## src/rtl/adder_pipe_bk_32b.sv

```systemverilog
// Two-stage pipelined 32-bit add/subtract unit with valid/ready handshake.
// Also contains the Brent-Kung carry tree that the adder consumes.

module carry_tree_bk_32b (
    input  logic [31:0] prop_i,
    input  logic [31:0] gen_i,
    output logic [31:0] carry_o
);
    // Level 0 is the input, 1..5 the up-sweep, 6..9 the down-sweep.
    logic [31:0] g_lvl [0:9];
    logic [31:0] p_lvl [0:9];

    assign g_lvl[0] = gen_i;
    assign p_lvl[0] = prop_i;

    for (genvar l = 0; l < 5; l++) begin : g_up
        for (genvar i = 0; i < 32; i++) begin : g_bit
            if (((i + 1) % (2 ** (l + 1))) == 0) begin : g_node
                assign g_lvl[l+1][i] = g_lvl[l][i] | (p_lvl[l][i] & g_lvl[l][i-(2**l)]);
                assign p_lvl[l+1][i] = p_lvl[l][i] & p_lvl[l][i-(2**l)];
            end else begin : g_pass
                assign g_lvl[l+1][i] = g_lvl[l][i];
                assign p_lvl[l+1][i] = p_lvl[l][i];
            end
        end
    end

    for (genvar k = 5; k < 9; k++) begin : g_down
        localparam int L = 8 - k;
        for (genvar i = 0; i < 32; i++) begin : g_bit
            if ((i >= (2 ** (L + 1))) && (((i + 1) % (2 ** (L + 1))) == (2 ** L))) begin : g_node
                assign g_lvl[k+1][i] = g_lvl[k][i] | (p_lvl[k][i] & g_lvl[k][i-(2**L)]);
                assign p_lvl[k+1][i] = p_lvl[k][i] & p_lvl[k][i-(2**L)];
            end else begin : g_pass
                assign g_lvl[k+1][i] = g_lvl[k][i];
                assign p_lvl[k+1][i] = p_lvl[k][i];
            end
        end
    end

    assign carry_o = g_lvl[9];

    logic unused_p;
    assign unused_p = ^p_lvl[9];
endmodule

module adder_pipe_bk_32b #(
    parameter int unsigned TAG_W = 4
) (
    input  logic             clk_i,
    input  logic             rst_ni,
    input  logic             flush_i,
    input  logic             in_valid_i,
    output logic             in_ready_o,
    input  logic [31:0]      a_i,
    input  logic [31:0]      b_i,
    input  logic             sub_i,
    input  logic             cin_i,
    input  logic [TAG_W-1:0] tag_i,
    output logic             out_valid_o,
    input  logic             out_ready_i,
    output logic [31:0]      sum_o,
    output logic             carry_o,
    output logic             ovf_o,
    output logic             zero_o,
    output logic             neg_o,
    output logic [TAG_W-1:0] tag_o
);
    logic             s1_valid_q;
    logic [31:0]      s1_a_q;
    logic [31:0]      s1_bx_q;
    logic             s1_c0_q;
    logic [TAG_W-1:0] s1_tag_q;

    logic             s2_valid_q;
    logic [31:0]      s2_sum_q;
    logic             s2_carry_q;
    logic             s2_ovf_q;
    logic             s2_zero_q;
    logic             s2_neg_q;
    logic [TAG_W-1:0] s2_tag_q;

    logic s2_load;
    logic s1_load;
    logic accept;

    assign s2_load    = s1_valid_q & (~s2_valid_q | out_ready_i);
    assign s1_load    = ~s1_valid_q | s2_load;
    assign in_ready_o = s1_load & ~flush_i;
    assign accept     = in_valid_i & in_ready_o;

    logic [31:0] prop;
    logic [31:0] gen;
    logic [31:0] gen_c;
    logic [31:0] carry;
    logic [31:0] sum;

    assign prop  = s1_a_q ^ s1_bx_q;
    assign gen   = s1_a_q & s1_bx_q;
    // Carry-in folded into bit 0 so the tree output is the true carry chain.
    assign gen_c = {gen[31:1], gen[0] | (prop[0] & s1_c0_q)};

    carry_tree_bk_32b u_carry_tree (
        .prop_i  (prop),
        .gen_i   (gen_c),
        .carry_o (carry)
    );

    assign sum = prop ^ {carry[30:0], s1_c0_q};

    always_ff @(posedge clk_i) begin
        if (!rst_ni) begin
            s1_valid_q <= 1'b0;
            s1_a_q     <= '0;
            s1_bx_q    <= '0;
            s1_c0_q    <= 1'b0;
            s1_tag_q   <= '0;
        end else if (flush_i) begin
            s1_valid_q <= 1'b0;
        end else if (s1_load) begin
            s1_valid_q <= in_valid_i;
            if (accept) begin
                s1_a_q   <= a_i;
                s1_bx_q  <= sub_i ? ~b_i : b_i;
                s1_c0_q  <= sub_i | cin_i;
                s1_tag_q <= tag_i;
            end
        end
    end

    always_ff @(posedge clk_i) begin
        if (!rst_ni) begin
            s2_valid_q <= 1'b0;
            s2_sum_q   <= '0;
            s2_carry_q <= 1'b0;
            s2_ovf_q   <= 1'b0;
            s2_zero_q  <= 1'b0;
            s2_neg_q   <= 1'b0;
            s2_tag_q   <= '0;
        end else if (flush_i) begin
            s2_valid_q <= 1'b0;
        end else if (s2_load) begin
            s2_valid_q <= 1'b1;
            s2_sum_q   <= sum;
            s2_carry_q <= carry[31];
            s2_ovf_q   <= carry[31] ^ carry[30];
            s2_zero_q  <= ~|sum;
            s2_neg_q   <= sum[31];
            s2_tag_q   <= s1_tag_q;
        end else if (out_ready_i) begin
            s2_valid_q <= 1'b0;
        end
    end

    assign out_valid_o = s2_valid_q;
    assign sum_o       = s2_sum_q;
    assign carry_o     = s2_carry_q;
    assign ovf_o       = s2_ovf_q;
    assign zero_o      = s2_zero_q;
    assign neg_o       = s2_neg_q;
    assign tag_o       = s2_tag_q;
endmodule
```

## config.mk

```make
export PLATFORM = sky130hd
export DESIGN_NAME = adder_pipe_bk_32b
export DESIGN_NICKNAME = d
export VERILOG_FILES = /design/src/rtl/adder_pipe_bk_32b.sv
export SDC_FILE = /design/constraint.sdc
export NUM_CORES = 1
export LEC_CHECK = 0
export BUFFER_PORTS_ARGS = -buffer_cell sky130_fd_sc_hd__buf_2
export CAP_MARGIN = 10
export CORE_ASPECT_RATIO = 0.9
export CORE_MARGIN = 5
export CORE_UTILIZATION = 45
export CTS_CLUSTER_DIAMETER = 80
export CTS_CLUSTER_SIZE = 8
export DETAILED_ROUTE_END_ITERATION = 12
export PLACE_DENSITY_LB_ADDON = 0.3
export SETUP_SLACK_MARGIN = 0.3
export SLEW_MARGIN = 20
export SYNTH_ARGS = -nofsm -noshare
export SYNTH_HDL_FRONTEND = slang
export SYNTH_SLANG_ARGS = --single-unit
```

## constraint.sdc

```tcl
create_clock -name clk_i -period 6.7 [get_ports clk_i]
set_clock_uncertainty 0.05 [all_clocks]
set_input_delay 0.335 -clock clk_i [delete_from_list [all_inputs] [get_ports clk_i]]
set_output_delay 0.335 -clock clk_i [all_outputs]
set_load 0.01 [all_outputs]
```

==> results.yml <==
timing:
  setup-tns-final_ps: 0
  hold_violations: 0
  fmax_mhz: 243
  min_period_over_period: 0.614
  maxSlewHeadroom: 0.331
  setup_violation_total_in_the_final_timing_report: 0
  tightestPinTransition_ps: 1000
  maxSlewViolCount: 0
  post-route-min-period_ps: 4120
  grt_setup_unrepaired: "no"
hold_path:
  min-delay-start: "a_i[21]"
  hold_depth: 3
  min_to: "s1_a_q[21]"
  worstHoldPathType: "input pin to flip-flop"
clocking:
  cts_max_path_buffers: 2
  clock_sink_count: 110
  cts.clk_slew.worst_paths_ps: 70
  post-cts-setup-buffer-count: 0
  insertion_delay_ps: 350
  tritoncts: "done"
  cts-hold-fix-buffers: 0
  cts_buffers: 9
  cts.repair.resized: 0
  clockRootBuffer: "sky130_fd_sc_hd__clkbuf_16"
  ctsHtreeMaxLevel: 3
synth:
  syn-num-nets: 758
  synth_seq_area_share: 0.386
  synth.top_cells.by_area: "sky130_fd_sc_hd__dfxtp_1 (39%), sky130_fd_sc_hd__nand2_1 (11%), sky130_fd_sc_hd__o211a_1 (8.2%)"
  post_synth_inst_count: 636
  synth_edf_count: 0
  synth_largest_type_area_fraction: 0.386
  synth_top_flop_cell: "sky130_fd_sc_hd__dfxtp_1"
  ys_ff_latch: 110
  synthMostInstantiatedCell: "sky130_fd_sc_hd__nand2_1"
  async_reset_ff_frac: 0
  synth_commonest_cells: "sky130_fd_sc_hd__nand2_1 (174), sky130_fd_sc_hd__dfxtp_1 (110), sky130_fd_sc_hd__a21boi_0 (58), sky130_fd_sc_hd__o211a_1 (47), sky130_fd_sc_hd__xnor2_1 (47)"
  synthesis.area_mm2: 0.00571
  synth.largest_area_cell: "sky130_fd_sc_hd__dfxtp_1"
  yosysUniqueCellTypes: 44
  ys.warnings.count: 0
  avgSynthCellArea_um2: 8.97
layout:
  layout-area-overhead-vs-synth_pct: 17.7
  final_layout_size_suffix_gt1_frac: 0.191
  nNetsFinal: 849
  layout.area.seq_mm2: 0.00220
  n_antenna_cell: 0
  fill_cells: 1161
  multiInputGateArea_mm2: 0.00329
worst_setup_path:
  worst_ep_arrival_time_ps: 4360
  critical_path_required_time_ps: 6940
  setup.reg_to_reg.worst_slack_ps: 2580
  element_type_at_the_critical_path_start: "flip-flop"
  cp_max_fo: 3
  regToRegStartpoint: "s1_a_q[0]"
  r2r-end: "zero_o"
  timing.critical_path.cells: "fa_1 -> fa_1 -> a211oi_1 -> o211ai_1 -> a21boi_0 -> o21a_1 -> o21bai_1 -> a21o_1 -> fa_1 -> nor4_1 -> and4b_1 -> nand4_1 -> nor3_2 -> nand2_1 -> a21boi_2"
  cpMostUsedCell: "sky130_fd_sc_hd__fa_1"
  cp-startpoint: "s1_a_q[0]"
  criticalPathCategory: "flip-flop to flip-flop"
  critical_path.slowest_cell: "sky130_fd_sc_hd__fa_1"
  delay_of_the_slowest_cell_on_the_worst_path_ps: 490
  r2r.worst_path.cells: 15
  critPathCaptureType: "flip-flop"
route:
  detail_route.wirelength_um: 13800
  drt_iter0_drc: 244
  count_of_vias_placed_by_the_detailed_router: 4676
  drt-wirelength-per-cell_um: 15.4
  drt-pass1-iter-count: 4
  post-route-drc-count: 0
  detail-route-antenna-nets: 0
  via_count_normalized_by_instance_count: 5.22
grt:
  overflow: 0
  grt_first_pass_wirelength_um: 22400
  antenna_found_initial: 0
  first_global_vias: 4671
  grt_max_degree: 111
  total_global_routing_track_utilization: 0.187
place:
  io_buffers: 116
  gp_routability_congestion: 0.853
  placed_wire_length_estimate_after_detailed_placement_um: 10100
floorplan:
  die_width_um: 129
  floorplan.io_pins: 117
  die_height_um: 117
  floorplan.die_area_mm2: 0.0150
  initial_utilization: 0.455
  fp.coreArea_mm2: 0.0125
  row_count: 39
pwr:
  power_density_mw_per_mm2: 228
  ir_drop_uv: 127
  design_power_total_uw: 1530
  leakage_uw: 0.00328
run_status:
  outcome: "complete, no violations"
job:
  maxCapViolations: 0
[how the worst max path moves through the flow]
stage	to	slack (ps)
floorplan	zero_o	3040
global placement	zero_o	2800
detailed placement	zero_o	2610
CTS	zero_o	2580
global route	zero_o	2380
finish	zero_o	2580
[layout make-up]
cell class,instances,area share
Tap cell,164,0.0305
Timing Repair Buffer,119,0.0897
Clock buffer,11,0.0361
Multi-Input combinational cell,469,0.490
Inverter,18,0.0101
Sequential cell,110,0.328
Clock inverter,5,0.0158
[kinds of logic (layout without fill, tap and decap cells)]
kind of cell / after synthesis / count (layout) / synth area share
compound gates: 155 / 155 / 0.214
flops: 110 / 110 / 0.386
fa+ha+maj: 47 / 47 / 0.125
xor+xnor: 47 / 47 / 0.0721
buf+inv: 57 / 153 / 0.0386
simple gates: 220 / 220 / 0.164
[routing by layer]
layer  vias up  part of all wire  global-route usage
li1       2348                 -                   -
met1      2215              0.46               0.248
met2        97              0.47               0.302
met3        16             0.056              0.0472
met4         0             0.012              0.0574
met5         -                 0                   0
[critical path, delay by kind of cell (launching register included)]
family / cells / cell delay (ps)
and+or+nand+nor: 5 / 900
adders and majority gates: 3 / 1380
DFF: 1 / 330
AOI/OAI and AO/OA: 7 / 1380
[registers in the layout, indices dropped and copies added (netlist names)]
| name | cells |
|---|---|
| zero_o | 1 |
| ovf_o | 1 |
| s1_valid_q | 1 |
| tag_o | 4 |
| s1_bx_q | 32 |
| out_valid_o | 1 |
| carry_o | 1 |
| sum_o | 32 |
| s1_c0_q | 1 |
| s1_tag_q | 4 |
| s1_a_q | 32 |
[where the power goes]
part,internal [uW],total (uW),leakage (uW),switching (uW)
Clock,376,618,0.000166,242
Sequential,683,706,0.000899,23.3
Combinational,95.2,207,0.00222,111
Total,1150,1530,0.00328,376
[per-stage QoR]
stage / area, um^2 / cells / setup WS [ps] / hold WS, ps / utilization
floorplan: 5710 / 636 / 3040 / 391 / -
global placement: 6370 / 880 / 2800 / 397 / 0.508
detailed placement: 6370 / 880 / 2610 / 411 / 0.508
CTS: 6720 / 896 / 2580 / 168 / 0.536
global route: 6720 / 896 / 2380 / 182 / 0.536
finish: 6720 / 896 / 2580 / 179 / 0.536
[cells in the final DEF, fill, tap and decap left out, types with 10 or more instances in the layout]
cell                       synthesis  final
sky130_fd_sc_hd__o21ai_0          10     10
sky130_fd_sc_hd__a21boi_0         58     58
sky130_fd_sc_hd__o211a_1          47     47
sky130_fd_sc_hd__xnor2_1          47     47
sky130_fd_sc_hd__dfxtp_1         110    110
sky130_fd_sc_hd__ha_1             30     30
sky130_fd_sc_hd__fa_1             17     17
sky130_fd_sc_hd__inv_1            18     18
sky130_fd_sc_hd__buf_2             2    116
sky130_fd_sc_hd__a21oi_1          17     17
sky130_fd_sc_hd__nand2_1         174    174
Power figures use the tool's default switching activity.
